File: src/rtl/hft_pkg.sv
// Shared types and constants for the book sequencer and its position tracker.
package hft_pkg;

    localparam int HFT_DW = 32;

    typedef struct packed {
        logic [HFT_DW-1:0] bid_price;
        logic [HFT_DW-1:0] ask_price;
        logic [HFT_DW-1:0] bid_qty;
        logic [HFT_DW-1:0] ask_qty;
    } tob_t;

    localparam logic [1:0] ST_IDLE  = 2'd0;
    localparam logic [1:0] ST_ISSUE = 2'd1;
    localparam logic [1:0] ST_RUN   = 2'd2;

    typedef enum logic [1:0] {
        IDLE  = ST_IDLE,
        ISSUE = ST_ISSUE,
        RUN   = ST_RUN
    } seq_state_e;

    localparam logic [HFT_DW-1:0] ACT_HOLD = 32'd0;
    localparam logic [HFT_DW-1:0] ACT_BUY  = 32'd1;
    localparam logic [HFT_DW-1:0] ACT_SELL = 32'd2;

    function automatic logic [15:0] sat_inc16(input logic [15:0] v);
        return (v == 16'hFFFF) ? v : v + 16'd1;
    endfunction

endpackage

File: src/rtl/hft_position_tracker.sv
// Turns exchange fill reports into a signed, saturating position and remembers the last fill.
module hft_position_tracker
    import hft_pkg::*;
#(
    parameter int DATA_WIDTH = HFT_DW
) (
    input  logic                  clk,
    input  logic                  rst,
    input  logic                  fill_valid,
    input  logic [DATA_WIDTH-1:0] fill_side,
    input  logic [DATA_WIDTH-1:0] fill_price,
    input  logic [DATA_WIDTH-1:0] fill_qty,
    output logic [DATA_WIDTH-1:0] position,
    output logic [DATA_WIDTH-1:0] last_fill_price,
    output logic [DATA_WIDTH-1:0] last_fill_side
);

    localparam logic [DATA_WIDTH-1:0] SIDE_BUY  = DATA_WIDTH'(1);
    localparam logic [DATA_WIDTH-1:0] SIDE_SELL = DATA_WIDTH'(2);
    // Two guard bits keep the unsigned qty and the signed position from overflowing the sum.
    localparam logic signed [DATA_WIDTH+1:0] POS_MAX = {2'b00, 1'b0, {(DATA_WIDTH-1){1'b1}}};
    localparam logic signed [DATA_WIDTH+1:0] POS_MIN = {2'b11, 1'b1, {(DATA_WIDTH-1){1'b0}}};

    logic [DATA_WIDTH-1:0] pos_q, pos_d;
    logic [DATA_WIDTH-1:0] lf_price_q, lf_price_d;
    logic [DATA_WIDTH-1:0] lf_side_q, lf_side_d;
    logic                  is_buy, is_sell;
    logic signed [DATA_WIDTH+1:0] pos_ext, qty_ext, sum;

    // Next-state for position and last-fill registers.
    always_comb begin
        is_buy  = fill_valid && (fill_side == SIDE_BUY);
        is_sell = fill_valid && (fill_side == SIDE_SELL);
        pos_ext = {{2{pos_q[DATA_WIDTH-1]}}, pos_q};
        qty_ext = {2'b00, fill_qty};
        if (is_sell) begin
            sum = pos_ext - qty_ext;
        end else begin
            sum = pos_ext + qty_ext;
        end
        pos_d      = pos_q;
        lf_price_d = lf_price_q;
        lf_side_d  = lf_side_q;
        if (is_buy || is_sell) begin
            lf_price_d = fill_price;
            lf_side_d  = fill_side;
            if (sum > POS_MAX) begin
                pos_d = POS_MAX[DATA_WIDTH-1:0];
            end else if (sum < POS_MIN) begin
                pos_d = POS_MIN[DATA_WIDTH-1:0];
            end else begin
                pos_d = sum[DATA_WIDTH-1:0];
            end
        end else begin
            pos_d = pos_q;
        end
    end

    // Tracker state registers.
    always_ff @(posedge clk or posedge rst) begin
        if (rst) begin
            pos_q      <= '0;
            lf_price_q <= '0;
            lf_side_q  <= '0;
        end else begin
            pos_q      <= pos_d;
            lf_price_q <= lf_price_d;
            lf_side_q  <= lf_side_d;
        end
    end

    assign position        = pos_q;
    assign last_fill_price = lf_price_q;
    assign last_fill_side  = lf_side_q;

endmodule

File: src/rtl/hft_book_sequencer.sv
// Latest-wins top-of-book buffer that launches one strategy-core run per snapshot and
// republishes each decision as a tagged one-cycle pulse.
module hft_book_sequencer
    import hft_pkg::*;
#(
    parameter int DATA_WIDTH     = HFT_DW,
    parameter int STRONG_QTY     = 500,
    parameter int TIMEOUT_CYCLES = 64
) (
    input  logic                  ap_clk,
    input  logic                  ap_rst,
    input  logic                  md_valid,
    output logic                  md_ready,
    input  logic [DATA_WIDTH-1:0] md_bid_price,
    input  logic [DATA_WIDTH-1:0] md_ask_price,
    input  logic [DATA_WIDTH-1:0] md_bid_qty,
    input  logic [DATA_WIDTH-1:0] md_ask_qty,
    input  logic                  fill_valid,
    input  logic [DATA_WIDTH-1:0] fill_side,
    input  logic [DATA_WIDTH-1:0] fill_price,
    input  logic [DATA_WIDTH-1:0] fill_qty,
    output logic                  ap_start,
    input  logic                  ap_ready,
    input  logic                  ap_done,
    input  logic                  ap_idle,
    output logic [DATA_WIDTH-1:0] best_bid_price,
    output logic [DATA_WIDTH-1:0] best_ask_price,
    output logic [DATA_WIDTH-1:0] best_bid_qty,
    output logic [DATA_WIDTH-1:0] best_ask_qty,
    output logic [DATA_WIDTH-1:0] bid_queue_strong,
    output logic [DATA_WIDTH-1:0] ask_queue_strong,
    output logic [DATA_WIDTH-1:0] current_position,
    output logic [DATA_WIDTH-1:0] last_fill_price,
    output logic [DATA_WIDTH-1:0] last_fill_side,
    input  logic [DATA_WIDTH-1:0] action,
    input  logic [DATA_WIDTH-1:0] price,
    input  logic [DATA_WIDTH-1:0] quantity,
    output logic                  dec_valid,
    output logic [DATA_WIDTH-1:0] dec_action,
    output logic [DATA_WIDTH-1:0] dec_price,
    output logic [DATA_WIDTH-1:0] dec_qty,
    output logic [15:0]           dec_seq,
    output logic [15:0]           drop_count,
    output logic                  err_timeout
);

    localparam int TW = $clog2(TIMEOUT_CYCLES + 1);
    localparam logic [TW-1:0]         TMO_LAST   = TW'(TIMEOUT_CYCLES - 1);
    localparam logic [DATA_WIDTH-1:0] STRONG_THR = DATA_WIDTH'(STRONG_QTY);
    localparam logic [DATA_WIDTH-1:0] FLAG_ONE   = DATA_WIDTH'(1);

    seq_state_e            state_q, state_d;
    tob_t                  slot_q, slot_d, best_q, best_d;
    logic                  pend_full_q, pend_full_d;
    logic                  ap_start_q, ap_start_d;
    logic [DATA_WIDTH-1:0] bid_strong_q, bid_strong_d, ask_strong_q, ask_strong_d;
    logic [DATA_WIDTH-1:0] cur_pos_q, cur_pos_d, lf_price_q, lf_price_d, lf_side_q, lf_side_d;
    logic [15:0]           seq_q, seq_d, drop_q, drop_d, dec_seq_q, dec_seq_d;
    logic                  dec_valid_q, dec_valid_d;
    logic [DATA_WIDTH-1:0] dec_action_q, dec_action_d, dec_price_q, dec_price_d, dec_qty_q, dec_qty_d;
    logic                  err_q, err_d;
    logic [TW-1:0]         tmo_q, tmo_d;
    logic                  launch, take_dec;
    logic [DATA_WIDTH-1:0] trk_pos, trk_lf_price, trk_lf_side;
    logic                  unused_ok;

    assign unused_ok = ap_idle;

    hft_position_tracker #(.DATA_WIDTH(DATA_WIDTH)) u_pos (
        .clk             (ap_clk),
        .rst             (ap_rst),
        .fill_valid      (fill_valid),
        .fill_side       (fill_side),
        .fill_price      (fill_price),
        .fill_qty        (fill_qty),
        .position        (trk_pos),
        .last_fill_price (trk_lf_price),
        .last_fill_side  (trk_lf_side)
    );

    assign launch = (state_q == IDLE) && pend_full_q;

    // Pending slot, launch sequencing, timeout and decision capture.
    always_comb begin
        slot_d       = slot_q;
        pend_full_d  = pend_full_q;
        drop_d       = drop_q;
        state_d      = state_q;
        ap_start_d   = ap_start_q;
        best_d       = best_q;
        bid_strong_d = bid_strong_q;
        ask_strong_d = ask_strong_q;
        cur_pos_d    = cur_pos_q;
        lf_price_d   = lf_price_q;
        lf_side_d    = lf_side_q;
        seq_d        = seq_q;
        tmo_d        = tmo_q;
        err_d        = err_q;
        take_dec     = 1'b0;
        dec_valid_d  = 1'b0;
        dec_action_d = dec_action_q;
        dec_price_d  = dec_price_q;
        dec_qty_d    = dec_qty_q;
        dec_seq_d    = dec_seq_q;

        // A launch empties the slot in the same edge, so a coincident update is a reload, not a drop.
        if (md_valid) begin
            slot_d      = '{bid_price: md_bid_price, ask_price: md_ask_price,
                            bid_qty: md_bid_qty, ask_qty: md_ask_qty};
            pend_full_d = 1'b1;
            if (pend_full_q && !launch) begin
                drop_d = sat_inc16(drop_q);
            end else begin
                drop_d = drop_q;
            end
        end else if (launch) begin
            pend_full_d = 1'b0;
        end else begin
            pend_full_d = pend_full_q;
        end

        case (state_q)
            IDLE: begin
                if (pend_full_q) begin
                    best_d       = slot_q;
                    bid_strong_d = (slot_q.bid_qty > STRONG_THR) ? FLAG_ONE : '0;
                    ask_strong_d = (slot_q.ask_qty > STRONG_THR) ? FLAG_ONE : '0;
                    cur_pos_d    = trk_pos;
                    lf_price_d   = trk_lf_price;
                    lf_side_d    = trk_lf_side;
                    seq_d        = seq_q + 16'd1;
                    tmo_d        = '0;
                    ap_start_d   = 1'b1;
                    state_d      = ISSUE;
                end else begin
                    ap_start_d = 1'b0;
                end
            end
            ISSUE: begin
                if (ap_ready && ap_done) begin
                    take_dec   = 1'b1;
                    ap_start_d = 1'b0;
                    state_d    = IDLE;
                end else if (ap_ready) begin
                    ap_start_d = 1'b0;
                    tmo_d      = tmo_q + TW'(1);
                    state_d    = RUN;
                end else if (tmo_q >= TMO_LAST) begin
                    err_d      = 1'b1;
                    ap_start_d = 1'b0;
                    state_d    = IDLE;
                end else begin
                    tmo_d = tmo_q + TW'(1);
                end
            end
            RUN: begin
                if (ap_done) begin
                    take_dec = 1'b1;
                    state_d  = IDLE;
                end else if (tmo_q >= TMO_LAST) begin
                    err_d   = 1'b1;
                    state_d = IDLE;
                end else begin
                    tmo_d = tmo_q + TW'(1);
                end
            end
            default: begin
                ap_start_d = 1'b0;
                state_d    = IDLE;
            end
        endcase

        if (take_dec) begin
            dec_valid_d  = 1'b1;
            dec_action_d = action;
            dec_price_d  = price;
            dec_qty_d    = quantity;
            dec_seq_d    = seq_q;
        end else begin
            dec_valid_d = 1'b0;
        end
    end

    // Sequencer state and registered outputs.
    always_ff @(posedge ap_clk or posedge ap_rst) begin
        if (ap_rst) begin
            state_q      <= IDLE;
            slot_q       <= '0;
            pend_full_q  <= 1'b0;
            drop_q       <= '0;
            ap_start_q   <= 1'b0;
            best_q       <= '0;
            bid_strong_q <= '0;
            ask_strong_q <= '0;
            cur_pos_q    <= '0;
            lf_price_q   <= '0;
            lf_side_q    <= '0;
            seq_q        <= '0;
            tmo_q        <= '0;
            err_q        <= 1'b0;
            dec_valid_q  <= 1'b0;
            dec_action_q <= '0;
            dec_price_q  <= '0;
            dec_qty_q    <= '0;
            dec_seq_q    <= '0;
        end else begin
            state_q      <= state_d;
            slot_q       <= slot_d;
            pend_full_q  <= pend_full_d;
            drop_q       <= drop_d;
            ap_start_q   <= ap_start_d;
            best_q       <= best_d;
            bid_strong_q <= bid_strong_d;
            ask_strong_q <= ask_strong_d;
            cur_pos_q    <= cur_pos_d;
            lf_price_q   <= lf_price_d;
            lf_side_q    <= lf_side_d;
            seq_q        <= seq_d;
            tmo_q        <= tmo_d;
            err_q        <= err_d;
            dec_valid_q  <= dec_valid_d;
            dec_action_q <= dec_action_d;
            dec_price_q  <= dec_price_d;
            dec_qty_q    <= dec_qty_d;
            dec_seq_q    <= dec_seq_d;
        end
    end

    assign md_ready         = 1'b1;
    assign ap_start         = ap_start_q;
    assign best_bid_price   = best_q.bid_price;
    assign best_ask_price   = best_q.ask_price;
    assign best_bid_qty     = best_q.bid_qty;
    assign best_ask_qty     = best_q.ask_qty;
    assign bid_queue_strong = bid_strong_q;
    assign ask_queue_strong = ask_strong_q;
    assign current_position = cur_pos_q;
    assign last_fill_price  = lf_price_q;
    assign last_fill_side   = lf_side_q;
    assign dec_valid        = dec_valid_q;
    assign dec_action       = dec_action_q;
    assign dec_price        = dec_price_q;
    assign dec_qty          = dec_qty_q;
    assign dec_seq          = dec_seq_q;
    assign drop_count       = drop_q;
    assign err_timeout      = err_q;

endmodule
File: config.mk
export PLATFORM = sky130hd
export DESIGN_NAME = hft_book_sequencer
export DESIGN_NICKNAME = d
export VERILOG_FILES = /design/src/rtl/hft_pkg.sv /design/src/rtl/hft_position_tracker.sv /design/src/rtl/hft_book_sequencer.sv
export SDC_FILE = /design/constraint.sdc
export NUM_CORES = 1
export LEC_CHECK = 0
export CAP_MARGIN = 20
export CORE_AREA = 2 2 291 293
export CTS_CLUSTER_DIAMETER = 60
export DETAILED_ROUTE_END_ITERATION = 8
export DIE_AREA = 0 0 293 295
export MAX_ROUTING_LAYER = met4
export PLACE_DENSITY_LB_ADDON = 0.15
export SYNTH_ARGS = -nofsm -noshare
export SYNTH_HDL_FRONTEND = slang
export SYNTH_SLANG_ARGS = --single-unit
File: constraint.sdc
create_clock -name ap_clk -period 29.8 [get_ports ap_clk]
set_input_delay 8.94 -clock ap_clk [delete_from_list [all_inputs] [get_ports ap_clk]]
set_output_delay 8.94 -clock ap_clk [all_outputs]
set_load 0.01 [all_outputs]
## After elaboration in Yosys (flattened, before gate mapping)

Index checks and enable logic that the tools add are counted.

- Register bits after elaboration: 669
- Output and inout bits: 420
- Logic and storage cells: 99

- $add $sub $neg: 5
- $lt $le $gt $ge: 5
- Equality and inequality tests: 10
- Mux-type cells: 33
- Bitwise gates (word level): 2
- Reductions and logical operators: 16

Operator list:

| cell | number |
|---|---|
| 32-bit by 9-bit greater-than comparator with 1-bit output (second input constant) | 2 |
| 32-bit two-way mux | 2 |
| 7-bit two-way mux | 5 |
| 32-bit by 33-bit adder with 34-bit output | 1 |
| 34-bit by 32-bit greater-than comparator with 1-bit output (second input constant) | 1 |
| 34-bit by 32-bit less-than comparator with 1-bit output (second input constant) | 1 |
| 34-bit two-way mux | 1 |
| 32-bit by 33-bit subtractor with 34-bit output | 1 |
| 16-bit by 1-bit adder with 16-bit output (second input constant) | 2 |
| 32-bit by 1-bit equality test with 1-bit output (second input constant) | 1 |
| 32-bit by 2-bit equality test with 1-bit output (second input constant) | 1 |
| 7-bit case mux with 3 select lines | 1 |
| 16-bit equality test (second input constant) | 1 |
| 1-bit two-way mux | 15 |
| 2-bit two-way mux | 5 |
| 2-bit != test (second input constant) | 4 |
| 4-bit AND reduction | 2 |
| 7-bit by 1-bit adder with 7-bit output (second input constant) | 1 |
| 7-bit by 6-bit >= comparator with 1-bit output (second input constant) | 1 |
| 2-bit case mux with 3 select lines | 1 |
| 1-bit logical AND | 5 |
| 4-bit != test (second input constant) | 1 |
| 1-bit case mux with 2 select lines | 2 |
| 2-bit AND reduction | 2 |
| other kinds (10) | 12 |

## Logic depth before layout (Yosys ltp)

Gate-level depths: netlist of run 1.

- Depth in word-level cells: 6
- Gate-level depth with buffers: 21
- Depth with buffers taken out: 18

## Cells and area by module

A second synthesis of run 1 with hierarchy kept.

- Cell total of the unflattened synthesis: 2485
- Area, all modules: 26823.2 um2

Modules (own cells, without submodules):

| module | instances | cells an instance | area each (um2) | sequential area each (um2) |
|---|---|---|---|---|
| hft_book_sequencer | 1 | 1773 | 20269.4 | 12787.3 |
| hft_position_tracker | 1 | 712 | 6553.8 | 2402.3 |

## Least setup slack after synthesis of run 1

Ideal clock, no wire load.

- Path kind: input -> register
- From: input fill_qty[5]
- To: register u_pos.pos_q[14] (netlist: u_pos.position[14])
- Arrival: 12.867 ns
- Required time: 29.674 ns
- Path slack: 16.807 ns
- Stages on the path: 19
- Cell sequence: nor4_2 > nand3_1 > or4_1 > inv_1 > nand3_1 > o41ai_1 > xor2_1 > ha_1 > clkbuf_1 > and3_1 > nand2_1 > or3_1 > a211o_1 > o211ai_2 > nand2_4 > and3_1 > buf_6 > buf_6 > a221o_1

- Word-level cells in the longest chain between the ends: 5

Ends and longest elaborated chain:

| item | line | text |
|---|---|---|
| start: declaration | hft_book_sequencer.sv:21 | `input logic [DATA_WIDTH-1:0] fill_qty,` |
| 32-bit by 33-bit adder with 34-bit output / 32-bit by 33-bit subtractor with 34-bit output (equally long branches) | hft_position_tracker.sv:39, hft_position_tracker.sv:37 |  |
| 34-bit two-way mux * | hft_position_tracker.sv:36 | `if (is_sell) begin` |
| 34-bit by 32-bit less-than comparator with 1-bit output | hft_position_tracker.sv:49 | `end else if (sum < POS_MIN) begin` |
| 32-bit two-way mux | hft_position_tracker.sv:49 |  |
| 32-bit two-way mux * | hft_position_tracker.sv:47 | `if (sum > POS_MAX) begin` |
| end signal: assignment | hft_position_tracker.sv:66 | `pos_q <= pos_d;` |
| end: declaration | hft_position_tracker.sv:24 | `logic [DATA_WIDTH-1:0] pos_q, pos_d;` |

Every way passes the cells marked *; elsewhere a longest branch is shown, timed or not.
A chain may end at the register's enable or synchronous reset.

## Final worst setup path of run 1

- From: input fill_valid
- To: register u_pos.pos_q[30] (netlist: u_pos.position[30])

- Word-level cells in the longest chain between the ends: 5

Ends and longest elaborated chain:

| item | line | text |
|---|---|---|
| start: declaration | hft_book_sequencer.sv:18 | `input logic fill_valid,` |
| 1-bit logical AND | hft_position_tracker.sv:33 | `is_sell = fill_valid && (fill_side == SIDE_SELL);` |
| 34-bit two-way mux | hft_position_tracker.sv:36 |  |
| 34-bit by 32-bit less-than comparator with 1-bit output | hft_position_tracker.sv:49 |  |
| 32-bit two-way mux | hft_position_tracker.sv:49 |  |
| 32-bit two-way mux | hft_position_tracker.sv:47 |  |

Parallel ways exist; a longest one is shown, timed or not.

==> results of run 1 <==
-- power by group --
part           leakage, nW  switching [mW]  internal, mW
logic                 8.44           0.500         0.408
registers             7.80           0.101          1.00
clock network         1.22           0.367         0.550
total                 17.5           0.967          1.96
-- flip-flops by register name, summed over array words and instances (netlist names), 2 cells and up --
signal,cells
best_ask_price,32
dec_qty,32
state_q,2
u_pos.position,32
u_pos.last_fill_price,32
last_fill_price,32
current_position,32
slot_q,128
dec_seq,16
best_bid_qty,32
seq_q,16
u_pos.last_fill_side,32
drop_count,16
best_bid_price,32
tmo_q,7
dec_price,32
dec_action,32
last_fill_side,32
best_ask_qty,32
-- kinds of logic after synthesis --
kind of cell / after synthesis / synth area share, %
adder cells (fa/ha/maj): 43 / 2.09
flip-flops: 607 / 58.1
XOR/XNOR: 90 / 3.04
AO/OA/AOI/OAI: 200 / 5.36
AND/OR/NAND/NOR: 1397 / 21.7
multiplexers: 132 / 5.68
other: 2 / 0.0287
buffers and inverters: 208 / 4.05
-- area by class of cell --
type | count | share of cell area [%]
flip-flops and latches | 607 | 41.8
multi-input cells | 1925 | 28.0
repair buffers | 698 | 19.2
clock buffers | 110 | 6.03
well taps | 1080 | 3.72
clock inverters | 25 | 0.902
inverters | 23 | 0.262
diodes | 10 | 0.0689
-- metal layers --
| metal | vias to the layer above | global-route usage, % | wire length (µm) |
|---|---|---|---|
| met5 | - | - | 0 |
| met4 | 0 | 7.27 | 2760 |
| met3 | 136 | 4.00 | 4270 |
| met2 | 561 | 33.4 | 42900 |
| met1 | 9994 | 21.6 | 32300 |
| li1 | 9884 | - | - |
-- path summary, 6_finish.rpt --
kind	endpoint	slack, ns	cells after the start
worst max-delay path	u_pos.position[30]$_DFFE_PP0P_	15.86	18
worst min-delay path	last_fill_side[28]$_DFFE_PP0P_	0.44	2
worst max register to register	current_position[23]$_DFFE_PP0P_	26.12	7
worst min register to register	last_fill_side[28]$_DFFE_PP0P_	0.44	2
max in group asynchronous	slot_q[11]$_DFFE_PP0P_	18.51	4
min in group asynchronous	dec_price[24]$_DFFE_PP0P_	8.95	2
-- stage by stage --
step	hold WS [ns]	utilization (%)	std cells	total power, mW
floorplan	0.430	-	2740	1.53
global placement	0.442	40.6	4331	2.02
detailed placement	0.446	40.6	4331	2.04
CTS	0.448	43.6	4466	2.98
global route	0.474	43.7	4478	3.10
finish	0.444	43.7	4478	2.93
-- worst min-delay path, delay by kind of cell, from the launching register on --
family	cells	cell delay, ns
flops	1	0.33
simple gates	2	0.10
-- cell usage in the layout, fill, tap and decap left out, drive strengths merged, types with 11 or more instances in the layout --
cell	netlist	layout
nor2	41	41
clkdlybuf4s50	0	681
buf	79	17
nand4	14	14
o21ai	47	47
and3	11	11
a21oi	46	46
nor3	13	13
nand2b	11	11
conb	2	63
nand3	26	26
dfrtp	607	607
inv	23	27
xor2	50	50
nand2	1193	1193
clkbuf	106	110
o221a	12	12
nor4	21	21
a221o	16	16
and2	34	34
mux2	131	131
xnor2	40	40
ha	42	42
clkinv	0	13
==> metrics.yaml, run 1 <==
outcome:
  status: "finished clean"
critical_path:
  crit_path_start_kind: "input port"
  critical_path.max_stage_delay_ns: 0.51
  r2r_start: "state_q[0]$_DFFE_PP0N_"
  cp_max_fo: 21
  end_kind: "register"
  worstPathArrival_ns: 14.41
  crit_chain: "clkdlybuf4s50_1 -> nor4b_1 -> nand4_1 -> nor2_1 -> nand3b_1 -> buf_6 -> o41ai_1 -> xor2_1 -> ha_1 -> a21oi_1 -> o21a_1 -> nor2_1 -> nor4_1 -> a21oi_1 -> o211ai_2 -> nand2_4 -> and3_1 -> a221o_1"
  crit_required_ns: 30.27
  path_delay_family: "simple AND/OR/NAND/NOR gates"
  critPathBufInv: 2
  cp-startpoint: "fill_valid"
  slowest_stage: "nor4_1"
  worstSetupPathType: "in2reg"
yosys:
  yosysMostFrequentCell: "nand2_1"
  syn-mean-instance-area_um2: 9.76
  async_flop_share_pct: 100
  yosys-top-cells-count: "nand2_1, dfrtp_1, mux2_2"
  synth_top_area_share_pct: 58.1
  synth-main-ff-cell: "dfrtp_1"
  synth-edff-count: 0
  ys_ff_latch: 607
  ys_types: 70
  ys_seq_area_share_pct: 58.1
  synth_top_area_cell: "dfrtp_1"
  synth_area_leaders: "dfrtp_1, nand2_1, mux2_2, ha_1, buf_4"
  netlist_area_mm2: 0.0262
  yosysWarnings: 0
  synthCells: 2679
sta:
  setup_slack_ns: 15.86
  maxSlewHeadroom_pct: 26.0
  finalHoldViolations: 0
  fin_worst_skew_ns: 0.0258
  period_minus_slack_ns: 13.94
  fmax_mhz: 71.7
  rsz0062_at_grt: "no"
  fin_tns_setup_ns: 0
  slew_viol_final: 0
  setup_viol: 0
  post-route-period-util_pct: 46.8
  worstMarginPinSlew_ns: 1.11
clocking:
  cts_max_level: 3
  cts_buffers: 76
  clock_latency_ns: 0.61
  clock-sinks: 607
  clk_pin_slew_worst_paths_ns: 0.05
  cts_hold_buffers: 0
  cts_root_buf: "clkbuf_16"
  post_cts_resized: 0
  cts_tree: "done"
  postCtsSetupRepairBufs: 0
  clock_path_buffers: 3
global_routing:
  overflow: 0
  track_usage_pct: 19.2
  antenna_found_initial: 10
  grt_pass1_wl_mm: 125
  grt_max_degree: 186
  grt_pass1_vias: 21020
routing:
  wire_per_inst_um: 18.4
  routed_wl_mm: 82.2
  postRouteAntennaNets: 0
  drt_iter0_drc: 1018
  dr.pass1.iters: 5
  drc: 0
  vias: 20575
  vias_per_cell: 4.59
die:
  rows: 106
  die_y_um: 295
  dieWidth_um: 293
  ios: 747
  core_mm2: 0.0832
  dieArea_mm2: 0.0864
  start_util_pct: 31.5
final_layout:
  nets: 3701
  nFillCells: 7897
  layout-drive-gt1-share_pct: 8.74
  final_cell_area_mm2: 0.0363
  multiInputGateArea_mm2: 0.0102
  syn2layout_area_growth_pct: 38.9
  regArea_mm2: 0.0152
pwr:
  vdd.ir_drop.worst_v: 0.0000468
  p_leak_nw: 17.5
  powerDensity_mw_per_mm2: 80.6
job:
  drv_cap: 0
placement:
  io_buffer_count: 682
  postPlaceCellArea_mm2: 0.0338
  dpl.hpwl_mm: 58.6
  dp_worst_setup_slack_ns: 14.85
  place.gp.congestion: 0.872
hold_path:
  hp-class: "reg2reg"
  min_from: "u_pos.last_fill_side[28]$_DFFE_PP0P_"
Power figures use the tool's default switching activity.
==> inputs of run 2 (changes only) <==
- clock period: 29.8 -> 13.25 ns (I/O delays scaled with it)
==> run 2 against run 1 <==
Net effect:
- sequential cell count did not move
- cell count barely moved
- global-route usage fell by 0.12 points
- non-clock buffer count rose by 1
- die area did not move
- critical path depth did not move
- design area rose by 0.16%
- critical path type unchanged
==> metrics.yaml, run 2 (synthesis results as in run 1) <==
critical_path:
  critPathBufInv: 2  # unchanged
  r2r_slack_ns: 9.44  # was 26.12 ns
  rr_endpoint: "best_ask_qty[2]$_DFFE_PP0P_"  # was current_position[23]$_DFFE_PP0P_
  crit_path_start_kind: "input port"  # unchanged
  crit_required_ns: 13.74  # was 30.27 ns
  cp_max_fo: 20  # was 21
  worstSetupPathType: "in2reg"  # unchanged
  end_kind: "register"  # unchanged
  reg2reg_depth: 7  # unchanged
  path_delay_family: "simple AND/OR/NAND/NOR gates"  # unchanged
  r2r_start: "state_q[0]$_DFFE_PP0N_"  # unchanged
  slowest_stage: "nor4b_1"  # was nor4_1
  crit_chain: "clkdlybuf4s50_1 -> nor4b_1 -> nand4_1 -> nor2_1 -> nand3b_1 -> buf_8 -> o41ai_1 -> xor2_1 -> ha_1 -> a21oi_1 -> o21a_1 -> nor2_1 -> nor4_1 -> a21oi_1 -> o211ai_2 -> nand2_4 -> and3_1 -> a221o_1"  # was clkdlybuf4s50_1 -> nor4b_1 -> nand4_1 -> nor2_1 -> nand3b_1 -> buf_6 -> o41ai_1 -> xor2_1 -> ha_1 -> a21oi_1 -> o21a_1 -> nor2_1 -> nor4_1 -> a21oi_1 -> o211ai_2 -> nand2_4 -> and3_1 -> a221o_1
  critical_path.max_stage_delay_ns: 0.57  # was 0.51 ns
  worstPathArrival_ns: 9.43  # was 14.41 ns
clocking:
  clock-sinks: 607  # unchanged
  cts_hold_buffers: 0  # unchanged
  clk_pin_slew_worst_paths_ns: 0.06  # was 0.05 ns
  postCtsSetupRepairBufs: 0  # unchanged
  post_cts_resized: 0  # unchanged
  cts_root_buf: "clkbuf_16"  # unchanged
  cts_tree: "done"  # unchanged
  cts_buffers: 76  # unchanged
  clock_path_buffers: 3  # unchanged
  cts_max_level: 3  # unchanged
  clock_latency_ns: 0.63  # was 0.61 ns
pwr:
  comb_power_share_pct: 31.2  # was 31.0%
  cell_internal_pwr_mw: 4.41  # was 1.96 mW
  powerDensity_mw_per_mm2: 181  # was 80.6 mW/mm²
  pwr-share-clk_pct: 31.4  # was 31.3%
  p_sw_mw: 2.19  # was 967 µW
  swShare_pct: 33.2  # was 33.0%
  p_seq_share_pct: 37.5  # was 37.7%
  p_leak_nw: 17.5  # about the same
  vdd.ir_drop.worst_v: 0.000141  # was 0.0000468 V
routing:
  vias_per_cell: 4.59  # about the same
  wire_per_inst_um: 18.2  # was 18.4 µm
  routed_wl_mm: 81.4  # was 82.2 mm
  drc: 0  # unchanged
  drt_iter0_drc: 1050  # was 1018
  postRouteAntennaNets: 0  # unchanged
  vias: 20562  # was 20575
  dr.pass1.iters: 5  # unchanged
hold_path:
  hp-class: "reg2reg"  # unchanged
  min_to: "last_fill_side[27]$_DFFE_PP0P_"  # was last_fill_side[28]$_DFFE_PP0P_
  hold_depth: 2  # unchanged
  min_from: "u_pos.last_fill_side[27]$_DFFE_PP0P_"  # was u_pos.last_fill_side[28]$_DFFE_PP0P_
final_layout:
  layout_commonest_cell: "nand2_1"  # unchanged
  top_register: "slot_q"  # unchanged
  mostFrequentLayoutCells: "nand2_1, clkdlybuf4s50_1, dfrtp_1"  # unchanged
  layout-drive-gt1-share_pct: 8.94  # was 8.74%
  fin_util_pct: 43.8  # was 43.7%
  syn2layout_area_growth_pct: 39.1  # was 38.9%
  largest_reg_flops: 128  # unchanged
  nets: 3702  # was 3701
global_routing:
  track_usage_pct: 19.0  # was 19.2%
  overflow: 0  # unchanged
  antenna_found_initial: 8  # was 10
  grt_max_degree: 170  # was 186
  grt_pass1_vias: 20831  # was 21020
  grt_pass1_wl_mm: 124  # was 125 mm
die:
  ios: 747  # unchanged
  dieArea_mm2: 0.0864  # unchanged
  core_mm2: 0.0832  # unchanged
  die_y_um: 295  # unchanged
  start_util_pct: 31.5  # unchanged
  dieWidth_um: 293  # unchanged
  rows: 106  # unchanged
sta:
  slew_viol_final: 0  # unchanged
  period_minus_slack_ns: 8.94
  fmax_mhz: 112
  fin_tns_setup_ns: 0  # unchanged
  setup_viol: 0  # unchanged
  post-route-period-util_pct: 67.5
  fin_worst_skew_ns: 0.0218  # was 0.0258 ns
  rsz0062_at_grt: "no"  # unchanged
  maxSlewHeadroom_pct: 27.8  # was 26.0%
  finalHoldViolations: 0  # unchanged
  worstMarginPinSlew_ns: 1.08  # was 1.11 ns
placement:
  dpl.hpwl_mm: 58.2  # was 58.6 mm
  io_buffer_count: 682  # unchanged
  place.gp.congestion: 0.855  # was 0.872
outcome:
  status: "finished clean"  # unchanged
job:
  drv_cap: 0  # unchanged
-- run 2: worst max path at each step --
stage                             start                        endpoint  cells past startpoint
after floorplan                  ap_rst            ap_start$_DFFE_PP0P_                      1
after global placement    fill_side[10]  u_pos.position[24]$_DFFE_PP0P_                     16
after detailed placement  fill_side[10]  u_pos.position[21]$_DFFE_PP0P_                     17
after CTS                 fill_side[10]  u_pos.position[17]$_DFFE_PP0P_                     17
after global routing      fill_side[10]  u_pos.position[18]$_DFFE_PP0P_                     18
final                     fill_side[10]  u_pos.position[17]$_DFFE_PP0P_                     18
-- run 2: final cells by class --
class                           instances  area, µm²
Inverter                               23       91.3
Timing Repair Buffer                  699       7050
Tap cell                             1080       1350
Clock buffer                          105       2160
Clock inverter                         32        367
Fill cell                            7984      46800
Antenna cell                            8       20.0
Multi-Input combinational cell       1925      10200
Sequential cell                       607      15200
-- run 2: power groups by stage --
stage / clock network (mW) / logic, mW / registers (mW)
finish: 2.07 / 2.06 / 2.48
global placement: 0 / 2.07 / 2.49
floorplan: 0 / 0.793 / 2.64
CTS: 2.14 / 2.10 / 2.48
detailed placement: 0 / 2.09 / 2.51
global route: 2.23 / 2.26 / 2.53
-- run 2: per-layer routing --
| metal | global-route usage [%] | wire length (µm) | up-vias |
|---|---|---|---|
| li1 | - | - | 9893 |
| met1 | 21.6 | 32200 | 9966 |
| met2 | 32.6 | 41700 | 571 |
| met3 | 4.01 | 4480 | 132 |
| met4 | 8.11 | 2930 | 0 |
| met5 | - | 0 | - |
-- run 2: stage by stage --
stage / setup slack, ns / instances / hold WS (ns) / power, mW / instance area [µm²]
global route: 3.92 / 4479 / 0.461 / 7.01 / 36400
detailed placement: 3.38 / 4331 / 0.446 / 4.60 / 33800
floorplan: 0.994 / 2740 / 0.430 / 3.44 / 26400
global placement: 3.39 / 4331 / 0.442 / 4.56 / 33800
CTS: 3.98 / 4468 / 0.450 / 6.72 / 36300
finish: 4.31 / 4479 / 0.442 / 6.60 / 36400
-- run 2: worst register-to-register path: cells and delay by family, from the launching register on --
family                     cells  cell delay [ns]
adders and majority gates      1             0.27
and+or+nand+nor                3             1.23
DFF                            1             0.43
buffers and inverters          3             1.82
==> inputs of run 3 (changes only) <==
- CORE_AREA: 2 2 291 293 -> 2 2 295 297
- DIE_AREA: 0 0 293 295 -> 0 0 297 299
- clock period: 13.25 -> 7.8 ns (I/O delays scaled with it)
==> run 3 against run 2 <==
Net effect:
- hold slack about the same
- non-clock buffer count increased by 12
- die area increased by 2.7%
- cell count increased by 2.2%
- clock power increased by 77%
- sequential cell count unchanged
- via count decreased by 0.47%
- critical path depth unchanged
- combinational power increased by 70%
- utilization decreased by 1.1 points
- global-route usage increased by 0.071 points
==> metrics.yaml, run 3 (synthesis results as in run 1) <==
outcome:
  status: "finished clean"  # unchanged
hold_path:
  hp-class: "reg2reg"  # unchanged
  min_to: "best_ask_price[24]$_DFFE_PP0P_"  # was last_fill_side[27]$_DFFE_PP0P_
  hold_depth: 2  # unchanged
  min_from: "slot_q[88]$_DFFE_PP0P_"  # was u_pos.last_fill_side[27]$_DFFE_PP0P_
sta:
  worstMarginPinSlew_ns: 1.03  # was 1.08 ns
  post-route-period-util_pct: 88.0
  finalHoldViolations: 0  # unchanged
  period_minus_slack_ns: 6.87
  setup_viol: 0  # unchanged
  setup_slack_ns: 0.933  # was 4.31 ns
  rsz0062_at_grt: "no"  # unchanged
  fmax_mhz: 146
  maxSlewHeadroom_pct: 31.1  # was 27.8%
  fin_worst_skew_ns: 0.0278  # was 0.0218 ns
  slew_viol_final: 0  # unchanged
die:
  core_mm2: 0.0859  # was 0.0832 mm²
  ios: 747  # unchanged
  start_util_pct: 30.4  # was 31.5%
  dieWidth_um: 297  # was 293 µm
  rows: 108  # was 106
  die_y_um: 299  # was 295 µm
  dieArea_mm2: 0.0888  # was 0.0864 mm²
clocking:
  clock_path_buffers: 3  # unchanged
  cts_root_buf: "clkbuf_16"  # unchanged
  postCtsSetupRepairBufs: 0  # unchanged
  cts_max_level: 3  # unchanged
  cts_hold_buffers: 0  # unchanged
  cts_tree: "done"  # unchanged
  clock-sinks: 607  # unchanged
  cts_buffers: 79  # was 76
  post_cts_resized: 0  # unchanged
  clock_latency_ns: 0.63  # about the same
  clk_pin_slew_worst_paths_ns: 0.06  # about the same
critical_path:
  crit_path_start_kind: "input port"  # unchanged
  cp_common_cell: "and3_1"
  reg2reg_depth: 10  # was 7
  critical_path.max_stage_delay_ns: 0.64  # was 0.57 ns
  crit_chain: "clkdlybuf4s50_1 -> nor4_2 -> nand3_1 -> or4_1 -> inv_1 -> nand3_1 -> o41ai_1 -> xor2_1 -> ha_1 -> and3_1 -> a221oi_1 -> o21ai_0 -> nor3b_1 -> and3_1 -> nor3_4 -> nand2_4 -> and3_1 -> a221o_1"  # was clkdlybuf4s50_1 -> nor4b_1 -> nand4_1 -> nor2_1 -> nand3b_1 -> buf_8 -> o41ai_1 -> xor2_1 -> ha_1 -> a21oi_1 -> o21a_1 -> nor2_1 -> nor4_1 -> a21oi_1 -> o211ai_2 -> nand2_4 -> and3_1 -> a221o_1
  slowest_stage: "and3_1"  # was nor4b_1
  r2r_slack_ns: 4.42  # was 9.44 ns
  cp_max_fo: 16  # was 20
  crit_required_ns: 8.35  # was 13.74 ns
  r2r_start: "u_pos.position[16]$_DFFE_PP0P_"  # was state_q[0]$_DFFE_PP0N_
  worstSetupPathType: "in2reg"  # unchanged
  rr_endpoint: "u_pos.position[21]$_DFFE_PP0P_"  # was best_ask_qty[2]$_DFFE_PP0P_
  end_kind: "register"  # unchanged
  worstPathArrival_ns: 7.42  # was 9.43 ns
routing:
  wire_per_inst_um: 18.4  # was 18.2 µm
  vias_per_cell: 4.47  # was 4.59
  routed_wl_mm: 84.0  # was 81.4 mm
  dr.pass1.iters: 5  # unchanged
  drt_iter0_drc: 1130  # was 1050
  vias: 20466  # was 20562
  postRouteAntennaNets: 0  # unchanged
  drc: 0  # unchanged
global_routing:
  grt_pass1_vias: 20385  # was 20831
  antenna_found_initial: 11  # was 8
  track_usage_pct: 19.1  # was 19.0%
  grt_pass1_wl_mm: 128  # was 124 mm
  overflow: 0  # unchanged
  grt_max_degree: 151  # was 170
job:
  drv_cap: 0  # unchanged
pwr:
  powerDensity_mw_per_mm2: 310  # was 181 mW/mm²
  p_leak_nw: 17.6  # was 17.5 nW
  vdd.ir_drop.worst_v: 0.000175  # was 0.000141 V
final_layout:
  nFillCells: 8511  # was 7984
  fin_util_pct: 42.7  # was 43.8%
  layout-drive-gt1-share_pct: 9.53  # was 8.94%
  mostFrequentLayoutCells: "nand2_1, clkdlybuf4s50_1, dfrtp_1"  # unchanged
  nets: 3717  # was 3702
  syn2layout_area_growth_pct: 40.2  # was 39.1%
  stdcell_count: 4576  # was 4479
  largest_reg_flops: 128  # unchanged
  top_register: "slot_q"  # unchanged
  layout_commonest_cell: "nand2_1"  # unchanged
placement:
  dp.cells: 4421  # was 4331
  io_buffer_count: 682  # unchanged
  place.gp.congestion: 0.853  # was 0.855
  dpl.hpwl_mm: 59.6  # was 58.2 mm
  dp_worst_setup_slack_ns: 0.299  # was 3.38 ns
run 3: layout make-up:
cell class              count  area (µm²)  share of cell area, %
repair buffers            711        7100                   19.4
clock inverters            43         464                   1.27
diodes                     10        25.0                 0.0683
well taps                1155        1450                   3.94
inverters                  23        91.3                  0.249
multi-input cells        1925       10200                   27.7
clock buffers             102        2170                   5.93
flip-flops and latches    607       15200                   41.4
run 3: worst max path at each step:
stage                start  slack, ns                              to  depth (start not counted)
6_report       fill_qty[3]       0.93  u_pos.position[27]$_DFFE_PP0P_                         18
5_1_grt        fill_qty[3]       0.65   u_pos.position[9]$_DFFE_PP0P_                         18
4_1_cts        fill_qty[3]       0.96  u_pos.position[21]$_DFFE_PP0P_                         18
3_5_place_dp   fill_qty[3]       0.30   u_pos.position[8]$_DFFE_PP0P_                         18
3_3_place_gp   fill_qty[3]       0.32  u_pos.position[19]$_DFFE_PP0P_                         18
2_1_floorplan       ap_rst      -2.82            ap_start$_DFFE_PP0P_                          1
run 3: where the power goes:
group	switching, mW	internal, mW	leakage (nW)
logic	1.94	1.57	8.50
clock network	1.48	2.19	1.29
registers	0.369	3.82	7.80
total	3.79	7.58	17.6
run 3: metal layers:
layer  global-route usage, %  vias up  routed length [µm]
li1                        -     9971                   -
met1                    22.5     9872               34900
met2                    32.1      514               42300
met3                    4.54      109                4790
met4                    6.52        0                1980
met5                       -        -                   0
run 3: critical path, delay by kind of cell:
kind            cells  cell delay (ns)
compound gates      4             1.00
xor+xnor            1             0.32
fa+ha+maj           1             0.38
buf+inv             2             0.60
simple gates       10             2.77
run 3: metrics by stage:
stage               setup TNS, ns  hold WS (ns)  power (mW)  area (µm²)
floorplan                -1712.43         0.430        5.84       26400
detailed placement              0         0.445        7.85       34000
CTS                             0         0.449        11.6       36600
global placement                0         0.443        7.81       34000
finish                          0         0.441        11.4       36700
global route                    0         0.469        12.0       36700
